File: src/rtl/lcd_ram_write_arbiter_pkg.sv
`default_nettype none
// +--------------------------------------------------------------------------+
// | Module   : lcd_pkg                                                       |
// | Purpose  : Shared constants and types for the LCD character-RAM write    |
// |            arbiter (geometry, blank character, FSM states, requester id).|
// | Revision : 1.0  initial release                                          |
// +--------------------------------------------------------------------------+
package lcd_pkg;

   localparam int          LCD_ADDR_W     = 5;
   localparam int          LCD_DATA_W     = 8;
   localparam logic [7:0]  LCD_CLEAR_CHAR = 8'h20;

   // Write-port controller states
   typedef enum logic [0:0] {
      SWEEP = 1'b0,
      IDLE  = 1'b1
   } lcd_state_t;

   // Identity of a requester, used to remember the last A/B winner
   typedef enum logic [0:0] {
      REQ_A = 1'b0,
      REQ_B = 1'b1
   } req_id_t;

endpackage : lcd_pkg
`default_nettype wire

File: src/rtl/lcd_ram_write_arbiter_if.sv
`default_nettype none
// +--------------------------------------------------------------------------+
// | Module   : lcd_ram_write_arbiter_if                                      |
// | Purpose  : Bundles the two requester ports, the clear/busy pair and the  |
// |            RAM write port of the LCD character-RAM write arbiter.        |
// |   master : requesters/clear source side (drives req/addr/data/clear)    |
// |   slave  : arbiter side (drives gnt_a/gnt_b/busy and the RAM port)      |
// | Revision : 1.0  initial release                                          |
// +--------------------------------------------------------------------------+
interface lcd_ram_write_arbiter_if
   import lcd_pkg::*;
#(
   parameter int ADDR_W = LCD_ADDR_W,
   parameter int DATA_W = LCD_DATA_W
);

   // Requester A (manual writer)
   logic              req_a;
   logic [ADDR_W-1:0] addr_a;
   logic [DATA_W-1:0] data_a;
   logic              gnt_a;

   // Requester B (message source)
   logic              req_b;
   logic [ADDR_W-1:0] addr_b;
   logic [DATA_W-1:0] data_b;
   logic              gnt_b;

   // Clear command and sweep status
   logic              clear;
   logic              busy;

   // RAM write port
   logic [ADDR_W-1:0] ram_waddr;
   logic [DATA_W-1:0] ram_din;
   logic              ram_we;

   modport master (
      output req_a, addr_a, data_a,
      output req_b, addr_b, data_b,
      output clear,
      input  gnt_a, gnt_b, busy,
      input  ram_waddr, ram_din, ram_we
   );

   modport slave (
      input  req_a, addr_a, data_a,
      input  req_b, addr_b, data_b,
      input  clear,
      output gnt_a, gnt_b, busy,
      output ram_waddr, ram_din, ram_we
   );

endinterface : lcd_ram_write_arbiter_if
`default_nettype wire

File: src/rtl/lcd_ram_write_arbiter_rr_arb2.sv
`default_nettype none
// +--------------------------------------------------------------------------+
// | Module   : rr_arb2                                                       |
// | Purpose  : Two-way round-robin picker (purely combinational).            |
// |   req[1:0]  : bit 0 = requester A, bit 1 = requester B                  |
// |   last      : requester that won the previous A/B grant                 |
// |   en        : allow a grant this cycle                                   |
// |   grant     : one-hot grant, same bit order as req                      |
// |   next_last : value of last after this cycle's decision                 |
// | Revision : 1.0  initial release                                          |
// +--------------------------------------------------------------------------+
module rr_arb2
   import lcd_pkg::*;
(
   input  logic [1:0] req,
   input  req_id_t    last,
   input  logic       en,
   output logic [1:0] grant,
   output req_id_t    next_last
);

   always_comb begin
      grant     = 2'b00;
      next_last = last;
      if (en) begin
         case (req)
            2'b01:   grant = 2'b01;
            2'b10:   grant = 2'b10;
            // Tie: the side that did not win last time goes first
            2'b11:   grant = (last == REQ_B) ? 2'b01 : 2'b10;
            default: grant = 2'b00;
         endcase
      end
      if (grant[0]) begin
         next_last = REQ_A;
      end else if (grant[1]) begin
         next_last = REQ_B;
      end
   end

endmodule : rr_arb2
`default_nettype wire

File: src/rtl/lcd_ram_write_arbiter.sv
`default_nettype none
// +--------------------------------------------------------------------------+
// | Module   : lcd_ram_write_arbiter                                         |
// | Purpose  : Write-port controller for the 32 x 8 LCD character RAM.       |
// |            Shares the single write port between requesters A and B     |
// |            (round-robin) and runs a blank-fill sweep after reset and on |
// |            a clear command. All outputs are registered.                 |
// | Ports    : CLOCK_50 - clock, rising edge                                |
// |            reset_n  - asynchronous active-low reset                     |
// |            bus      - requester, clear/busy and RAM write signals       |
// | Revision : 1.0  initial release                                          |
// +--------------------------------------------------------------------------+
module lcd_ram_write_arbiter
   import lcd_pkg::*;
#(
   parameter int                ADDR_W     = LCD_ADDR_W,
   parameter int                DATA_W     = LCD_DATA_W,
   parameter logic [DATA_W-1:0] CLEAR_CHAR = LCD_CLEAR_CHAR
)(
   input  logic                     CLOCK_50,
   input  logic                     reset_n,
   lcd_ram_write_arbiter_if.slave   bus
);

   localparam logic [ADDR_W-1:0] c_last_addr  = '1;
   localparam logic [ADDR_W-1:0] c_first_next = {{(ADDR_W-1){1'b0}}, 1'b1};

   lcd_state_t        r_state;
   logic [ADDR_W-1:0] r_ptr;
   req_id_t           r_last;
   logic              r_busy;
   logic              r_we;
   logic [ADDR_W-1:0] r_waddr;
   logic [DATA_W-1:0] r_din;
   logic              r_gnt_a;
   logic              r_gnt_b;

   logic [1:0]        w_req;
   logic              w_en;
   logic [1:0]        w_grant;
   req_id_t           w_next_last;

   assign w_req = {bus.req_b, bus.req_a};
   // A clear command outranks any pending request in the same cycle
   assign w_en  = (r_state == IDLE) && !bus.clear;

   rr_arb2 u_rr_arb2 (
      .req       (w_req),
      .last      (r_last),
      .en        (w_en),
      .grant     (w_grant),
      .next_last (w_next_last)
   );

   always_ff @(posedge CLOCK_50 or negedge reset_n) begin
      if (!reset_n) begin
         r_state <= SWEEP;
         r_ptr   <= '0;
         r_last  <= REQ_B;
         r_busy  <= 1'b1;
         r_we    <= 1'b0;
         r_waddr <= '0;
         r_din   <= '0;
         r_gnt_a <= 1'b0;
         r_gnt_b <= 1'b0;
      end else begin
         r_we    <= 1'b0;
         r_gnt_a <= 1'b0;
         r_gnt_b <= 1'b0;
         case (r_state)
            SWEEP: begin
               // clear is deliberately not looked at here
               r_busy  <= 1'b1;
               r_we    <= 1'b1;
               r_waddr <= r_ptr;
               r_din   <= CLEAR_CHAR;
               if (r_ptr == c_last_addr) begin
                  r_state <= IDLE;
                  r_ptr   <= '0;
               end else begin
                  r_ptr <= r_ptr + 1'b1;
               end
            end
            IDLE: begin
               r_busy <= 1'b0;
               r_last <= w_next_last;
               if (bus.clear) begin
                  // Address 0 is written on the way in so the sweep's 32
                  // writes start in the very next cycle
                  r_state <= SWEEP;
                  r_busy  <= 1'b1;
                  r_we    <= 1'b1;
                  r_waddr <= '0;
                  r_din   <= CLEAR_CHAR;
                  r_ptr   <= c_first_next;
               end else if (w_grant[0]) begin
                  r_we    <= 1'b1;
                  r_waddr <= bus.addr_a;
                  r_din   <= bus.data_a;
                  r_gnt_a <= 1'b1;
               end else if (w_grant[1]) begin
                  r_we    <= 1'b1;
                  r_waddr <= bus.addr_b;
                  r_din   <= bus.data_b;
                  r_gnt_b <= 1'b1;
               end
            end
            default: begin
               r_state <= SWEEP;
               r_ptr   <= '0;
               r_busy  <= 1'b1;
            end
         endcase
      end
   end

   assign bus.gnt_a     = r_gnt_a;
   assign bus.gnt_b     = r_gnt_b;
   assign bus.busy      = r_busy;
   assign bus.ram_we    = r_we;
   assign bus.ram_waddr = r_waddr;
   assign bus.ram_din   = r_din;

endmodule : lcd_ram_write_arbiter
`default_nettype wire

File: src/flat_wrapper.sv
// flat-port wrapper written by rule: the top's interface ports become plain ports
module lcd_ram_write_arbiter_flat import lcd_pkg::*;
#(
   parameter int                ADDR_W     = LCD_ADDR_W,
   parameter int                DATA_W     = LCD_DATA_W,
   parameter logic [DATA_W-1:0] CLEAR_CHAR = LCD_CLEAR_CHAR
)
  (CLOCK_50, reset_n, bus_req_a, bus_addr_a, bus_data_a, bus_req_b, bus_addr_b, bus_data_b, bus_clear, bus_gnt_a, bus_gnt_b, bus_busy, bus_ram_waddr, bus_ram_din, bus_ram_we);
  lcd_ram_write_arbiter_if #(.ADDR_W(ADDR_W), .DATA_W(DATA_W)) bus_i ();
  input  logic CLOCK_50;
  input  logic reset_n;
  input wire logic [$bits(bus_i.req_a)-1:0] bus_req_a;
  input wire logic [$bits(bus_i.addr_a)-1:0] bus_addr_a;
  input wire logic [$bits(bus_i.data_a)-1:0] bus_data_a;
  input wire logic [$bits(bus_i.req_b)-1:0] bus_req_b;
  input wire logic [$bits(bus_i.addr_b)-1:0] bus_addr_b;
  input wire logic [$bits(bus_i.data_b)-1:0] bus_data_b;
  input wire logic [$bits(bus_i.clear)-1:0] bus_clear;
  output wire logic [$bits(bus_i.gnt_a)-1:0] bus_gnt_a;
  output wire logic [$bits(bus_i.gnt_b)-1:0] bus_gnt_b;
  output wire logic [$bits(bus_i.busy)-1:0] bus_busy;
  output wire logic [$bits(bus_i.ram_waddr)-1:0] bus_ram_waddr;
  output wire logic [$bits(bus_i.ram_din)-1:0] bus_ram_din;
  output wire logic [$bits(bus_i.ram_we)-1:0] bus_ram_we;
  assign bus_i.req_a = bus_req_a;
  assign bus_i.addr_a = bus_addr_a;
  assign bus_i.data_a = bus_data_a;
  assign bus_i.req_b = bus_req_b;
  assign bus_i.addr_b = bus_addr_b;
  assign bus_i.data_b = bus_data_b;
  assign bus_i.clear = bus_clear;
  assign bus_gnt_a = bus_i.gnt_a;
  assign bus_gnt_b = bus_i.gnt_b;
  assign bus_busy = bus_i.busy;
  assign bus_ram_waddr = bus_i.ram_waddr;
  assign bus_ram_din = bus_i.ram_din;
  assign bus_ram_we = bus_i.ram_we;
  lcd_ram_write_arbiter #(.ADDR_W(ADDR_W), .DATA_W(DATA_W), .CLEAR_CHAR(CLEAR_CHAR)) u_core (.CLOCK_50(CLOCK_50), .reset_n(reset_n), .bus(bus_i));
endmodule
File: config.mk
export PLATFORM = sky130hd
export DESIGN_NAME = lcd_ram_write_arbiter_flat
export DESIGN_NICKNAME = d
export VERILOG_FILES = /design/src/rtl/lcd_ram_write_arbiter_pkg.sv /design/src/rtl/lcd_ram_write_arbiter_if.sv /design/src/rtl/lcd_ram_write_arbiter_rr_arb2.sv /design/src/rtl/lcd_ram_write_arbiter.sv /design/src/flat_wrapper.sv
export SDC_FILE = /design/constraint.sdc
export NUM_CORES = 1
export LEC_CHECK = 0
export CORE_MARGIN = 2
export CORE_UTILIZATION = 46
export DETAILED_ROUTE_END_ITERATION = 6
export PLACE_DENSITY_LB_ADDON = 0.1
export RECOVER_POWER = 25
export SLEW_MARGIN = 30
export SYNTH_ARGS = -nofsm -noshare
export SYNTH_HDL_FRONTEND = slang
export SYNTH_SLANG_ARGS = --single-unit
File: constraint.sdc
create_clock -name CLOCK_50 -period 4.4 [get_ports CLOCK_50]
set_clock_uncertainty 0.05 [all_clocks]
set_input_delay 0.88 -clock CLOCK_50 [delete_from_list [all_inputs] [get_ports CLOCK_50]]
set_output_delay 0.88 -clock CLOCK_50 [all_outputs]
set_load 0.02 [all_outputs]
==> flow_metrics.tcl, run 1 <==
set metrics [dict create \
    max_cap_viol_count 0 \
    ys_seq_elements 24 \
    post_cts_resized 0 \
    ys_seq_area_frac 0.498 \
    antenna_found_initial 0 \
    crit_type "flip-flop to output port" \
    num_antenna_cells 0 \
    final_nets 199 \
    cts_tree "done" \
    initialDrtViolationCount 40 \
    hp-class "flip-flop to flip-flop" \
    start_util 0.488 \
    grt_max_degree 25 \
    period_share 0.540 \
    critical_path.startpoint "u_core.bus.busy" \
    synthFlopType "dfrtp_1" \
    crit_path_max_fanout 1 \
    tns_ps 0 \
    worstMarginPinSlew_ps 1260 \
    ir_drop_mv 0.425 \
    cts_hold_buf 0 \
    port_buffers 47 \
    async_reset_ff_frac 1.00 \
    slowest_stage "clkdlybuf4s50_1" \
    fin_crit_ps 2370 \
    rsz0062_at_grt "false" \
    firstDrtPassIters 4 \
    synthCells 124 \
    die_y_um 55.3 \
    synth_fp_nets 157 \
    clock_latency_ps 330 \
    numCtsBuffers 3 \
    cts_max_level 1 \
    fill_cells 211 \
    avgSynthCellArea_um2 9.76 \
    reg2reg_slack_ps 2760 \
    drv_slew 0 \
    dp_hpwl_um 2280 \
    yosysTopAreaCell "dfrtp_1" \
    final_common_cell "clkdlybuf4s50_1" \
    drc 0 \
    layout_common_cells "clkdlybuf4s50_1 (46), o21ai_0 (27), dfrtp_1 (22)" \
    dpl.cell_count 191 \
    crit_end "bus_busy" \
    rr_worst_depth 4 \
    cp_data_required_time_ps 3470 \
    cp_num_cells 1 \
    grt_pass1_wl_um 5520 \
    r2r_end "u_core.r_last" \
    vias 1141 \
    slowest_delay_ps 590 \
    power_w 0.000782 \
    max_freq_ghz 0.421 \
    start_kind "flip-flop" \
    routed_wl_um 3210 \
    netlist_top_cells_area "dfrtp_1 (46%), o21ai_0 (11%), a21oi_1 (5.0%)" \
    via_per_inst 5.85 \
    grt_pass1_vias 1175 \
    clock_path_buffers 2 \
    yosysWarnings 0 \
    rows 18 \
    hold_viol 0 \
    clk_pin_slew_ps 120 \
    area_delta_synth_final_pct 38.3 \
    core-area_um2 2480 \
    max_slew_margin 0.161 \
    root_buffer "clkbuf_4" \
    drive_gt1_frac 0.0606 \
    synth-edff-count 0 \
    cp_top_family "buffers and inverters" \
    overflow 0 \
    status "finished clean" \
    antenna_left 0 \
    dieArea_um2 3060 \
    synth_cell_types 29 \
    io_pins 48 \
    gp_congestion 0.754 \
    critPathArrivalTime_ps 1440 \
    die_x_um 55.3 \
    crit_path_cell_trace "clkdlybuf4s50_1" \
    synth.top_cell.area_share 0.455 \
    drt-wirelength-per-cell_um 16.5 \
    clock-sinks 24 \
    endpoint_kind "output port" \
    setup_viol 0 \
    leakagePower_nw 0.665 \
    synthesis.area_um2 1210 \
    hold_path_depth 2 \
    reg2reg_from "u_core.r_state" \
    path_buf_inv 1 \
    p_per_area_nw_per_um2 468 \
    cts_setup_buffers 0 \
    grt_usage 0.225 \
    final_cells 195 \
]
-- how the worst min path moves through the flow --
stage,slack [ps],endpoint,startpoint
floorplan,430,u_core.r_last,u_core.r_last
global placement,450,u_core.bus.ram_din[5],u_core.bus.ram_din[5]
detailed placement,460,u_core.r_last,u_core.r_last
CTS,470,u_core.bus.ram_din[0],reset_n
global route,540,u_core.bus.ram_din[5],u_core.bus.ram_din[5]
finish,490,u_core.r_last,u_core.r_last
-- cells in the mapped netlist, types with 3 or more instances --
cell and number:
a21oi_1 12, a22o_1 3, a31oi_1 7, a32oi_1 6
buf_2 3, buf_4 3, buf_6 3, dfrtp_1 22
inv_1 3, nand2_1 7, nand3_1 8, o21ai_0 27
-- layout make-up --
cell class / instances / area, um^2 / share of cell area
clock buffer: 4 / 36.3 / 0.0217
inverter: 4 / 15.0 / 0.00898
multi-input combinational: 86 / 517 / 0.309
sequential: 24 / 603 / 0.361
tap: 30 / 37.5 / 0.0224
timing repair buffer: 47 / 464 / 0.277
-- registers in the layout, indices dropped and copies added, names as in the netlist --
name                  flops
u_core.r_state            1
u_core.r_last             1
u_core.bus.busy           1
u_core.bus.ram_we         1
u_core.bus.ram_waddr      5
u_core.bus.gnt_b          1
u_core.bus.gnt_a          1
u_core.bus.ram_din        8
u_core.r_ptr              5
-- power by group --
| part | switching, W | internal [W] |
|---|---|---|
| Sequential | 0.0000543 | 0.000284 |
| Clock | 0.0000688 | 0.0000507 |
| Combinational | 0.000161 | 0.000164 |
-- cell families after synthesis --
family | share of synthesized area
AO/OA/AOI/OAI | 0.289
AND/OR/NAND/NOR | 0.103
XOR/XNOR | 0.0145
buffers and inverters | 0.0744
adder cells (fa/ha/maj) | 0.0207
flip-flops | 0.498
-- per-layer routing --
metal,track usage,up-vias,routed length (um)
li1,-,537,-
met1,0.300,548,1310
met2,0.340,50,1610
met3,0.0515,6,243
met4,0.122,0,51
met5,0,-,0
-- through the flow --
stage	area, um^2	hold slack, ps	setup slack (ps)	utilization
2_1_floorplan	1210	433	2660	-
3_3_place_gp	1640	450	1790	0.663
3_5_place_dp	1640	463	1720	0.661
4_1_cts	1670	474	2010	0.676
5_1_grt	1670	536	1930	0.675
6_report	1670	489	2030	0.675
(Power assumes the default switching activity.)
==> run 2, diff against run 1 <==
--- a/config.mk
+++ b/config.mk
@@ -6,7 +6,7 @@
 export NUM_CORES = 1
 export LEC_CHECK = 0
 export CORE_MARGIN = 2
-export CORE_UTILIZATION = 46
+export CORE_UTILIZATION = 38
 export DETAILED_ROUTE_END_ITERATION = 6
 export PLACE_DENSITY_LB_ADDON = 0.1
 export RECOVER_POWER = 25
==> constraint.sdc (replaced) <==
create_clock -name CLOCK_50 -period 2.16 [get_ports CLOCK_50]
set_clock_uncertainty 0.05 [all_clocks]
set_input_delay 0.432 -clock CLOCK_50 [delete_from_list [all_inputs] [get_ports CLOCK_50]]
set_output_delay 0.432 -clock CLOCK_50 [all_outputs]
set_load 0.02 [all_outputs]
==> run 2 against run 1 <==
Compared with the run above:
- final area up 1.9%
- critical path type unchanged
- combinational power up 110%
- via count decreased by 0.88%
- register-to-register slack got worse by 2200 ps
- largest power group unchanged
- worst setup slack got worse by 1800 ps
- sequential share of layout area decreased by 0.69 points
- core utilization is 12 points lower
- final cell count is 8.7% higher
- first-iteration DRC count grew 50%
- power rose by 100%
==> flow_metrics.tcl, run 2 (synthesized netlist as in run 1, its figures left out) <==
set metrics [dict create \
    cts_hold_buf 0 \
    drv_slew 0 \
    fin_ws_ps 241 \
    cts_max_level 1 \
    globalRouteMet3Util 0.0554 \
    num_antenna_cells 0 \
    initialDrtViolationCount 60 \
    gp_congestion 0.791 \
    place_ws_ps 153 \
    tns_ps 0 \
    die_y_um 60.4 \
    hp-class "flip-flop to flip-flop" \
    grtUsageMet1 0.285 \
    numCtsBuffers 3 \
    final_common_cell "clkdlybuf4s50_1" \
    area_delta_synth_final_pct 41.0 \
    rows 20 \
    drive_gt1_frac 0.0655 \
    ir_drop_mv 0.616 \
    rsz0062_at_grt "false" \
    layout_common_cells "clkdlybuf4s50_1 (46), o21ai_0 (27), dfrtp_1 (22)" \
    post_cts_resized 0 \
    whs_ps 477 \
    routed_wl_um 3250 \
    root_buffer "clkbuf_4" \
    via_per_inst 5.33 \
    dieArea_um2 3650 \
    clock_path_buffers 2 \
    grt_pass1_vias 1147 \
    start_util 0.396 \
    clock-sinks 24 \
    worstMarginPinSlew_ps 1280 \
    grt_use_met2 0.307 \
    final_nets 202 \
    cts_setup_buffers 0 \
    endpoint_kind "output port" \
    cp_top_family "buffers and inverters" \
    period_share 0.888 \
    slowest_stage "clkdlybuf4s50_1" \
    max_cap_viol_count 0 \
    firstDrtPassIters 4 \
    fin_crit_ps 1920 \
    grt_usage 0.200 \
    port_buffers 47 \
    path_buf_inv 1 \
    critPathArrivalTime_ps 1440 \
    clk_pin_slew_ps 120 \
    grt_pass1_wl_um 5410 \
    drc 0 \
    crit_path_max_fanout 1 \
    largest_register_ffs 8 \
    cp_data_required_time_ps 1680 \
    p_per_area_nw_per_um2 917 \
    start_kind "flip-flop" \
    io_pins 48 \
    slowest_delay_ps 600 \
    max_slew_margin 0.147 \
    crit_type "flip-flop to output port" \
    busiest_layer "met2" \
    antenna_found_initial 0 \
    clock_latency_ps 310 \
    crit_path_cell_trace "clkdlybuf4s50_1" \
    leakagePower_nw 0.673 \
    drt-wirelength-per-cell_um 15.3 \
    max_freq_ghz 0.521 \
    cts_tree "done" \
    status "finished clean" \
    vias 1131 \
    hold_viol 0 \
    die_x_um 60.4 \
    core-area_um2 3050 \
    dp_hpwl_um 2350 \
    overflow 0 \
    antenna_left 0 \
    setup_viol 0 \
    grt_max_degree 25 \
]
-- run 2: worst register-to-register path, delay by kind of cell, from the launching register on --
| family | cells | cell delay [ps] |
|---|---|---|
| compound gates | 1 | 240 |
| flops | 1 | 560 |
| simple gates | 2 | 630 |
-- run 2: layout make-up --
class	instances	area (um^2)
fill	283	1350
sequential	24	603
multi-input combinational	86	517
timing repair buffer	50	489
tap	44	55.1
clock buffer	4	26.3
inverter	4	15.0
-- run 2: metal layers --
metal / vias up / wire length (um)
met5: - / 0
met2: 50 / 1460
li1: 544 / -
met4: 0 / 14
met3: 2 / 244
met1: 535 / 1540
-- run 2: path summary, 6_finish.rpt --
path | start | to | slack (ps) | depth (start not counted)
hold reg to reg | u_core.r_last | u_core.r_last | 480 | 2
setup / recovery | u_core.bus.busy | bus_busy | 240 | 1
min in group asynchronous | reset_n | u_core.bus.ram_din[7] | 840 | 2
setup reg to reg | u_core.r_last | u_core.bus.ram_waddr[1] | 600 | 3
max in group asynchronous | reset_n | u_core.bus.ram_waddr[1] | 460 | 2
hold / removal | u_core.r_last | u_core.r_last | 480 | 2
-- run 2: power by group --
group / switching, W / internal (W)
sequential: 0.000112 / 0.000578
clock: 0.000130 / 0.0000721
combinational: 0.000333 / 0.000338
total: 0.000575 / 0.000988
-- run 2: stage by stage --
| stage | power (W) | utilization | instance area, um^2 | std cells |
|---|---|---|---|---|
| finish | 0.00156 | 0.559 | 1710 | 212 |
| global route | 0.00167 | 0.559 | 1710 | 212 |
| CTS | 0.00158 | 0.560 | 1710 | 212 |
| detailed placement | 0.00137 | 0.551 | 1680 | 208 |
| global placement | 0.00134 | 0.551 | 1680 | 208 |
| floorplan | 0.00111 | - | 1210 | 124 |
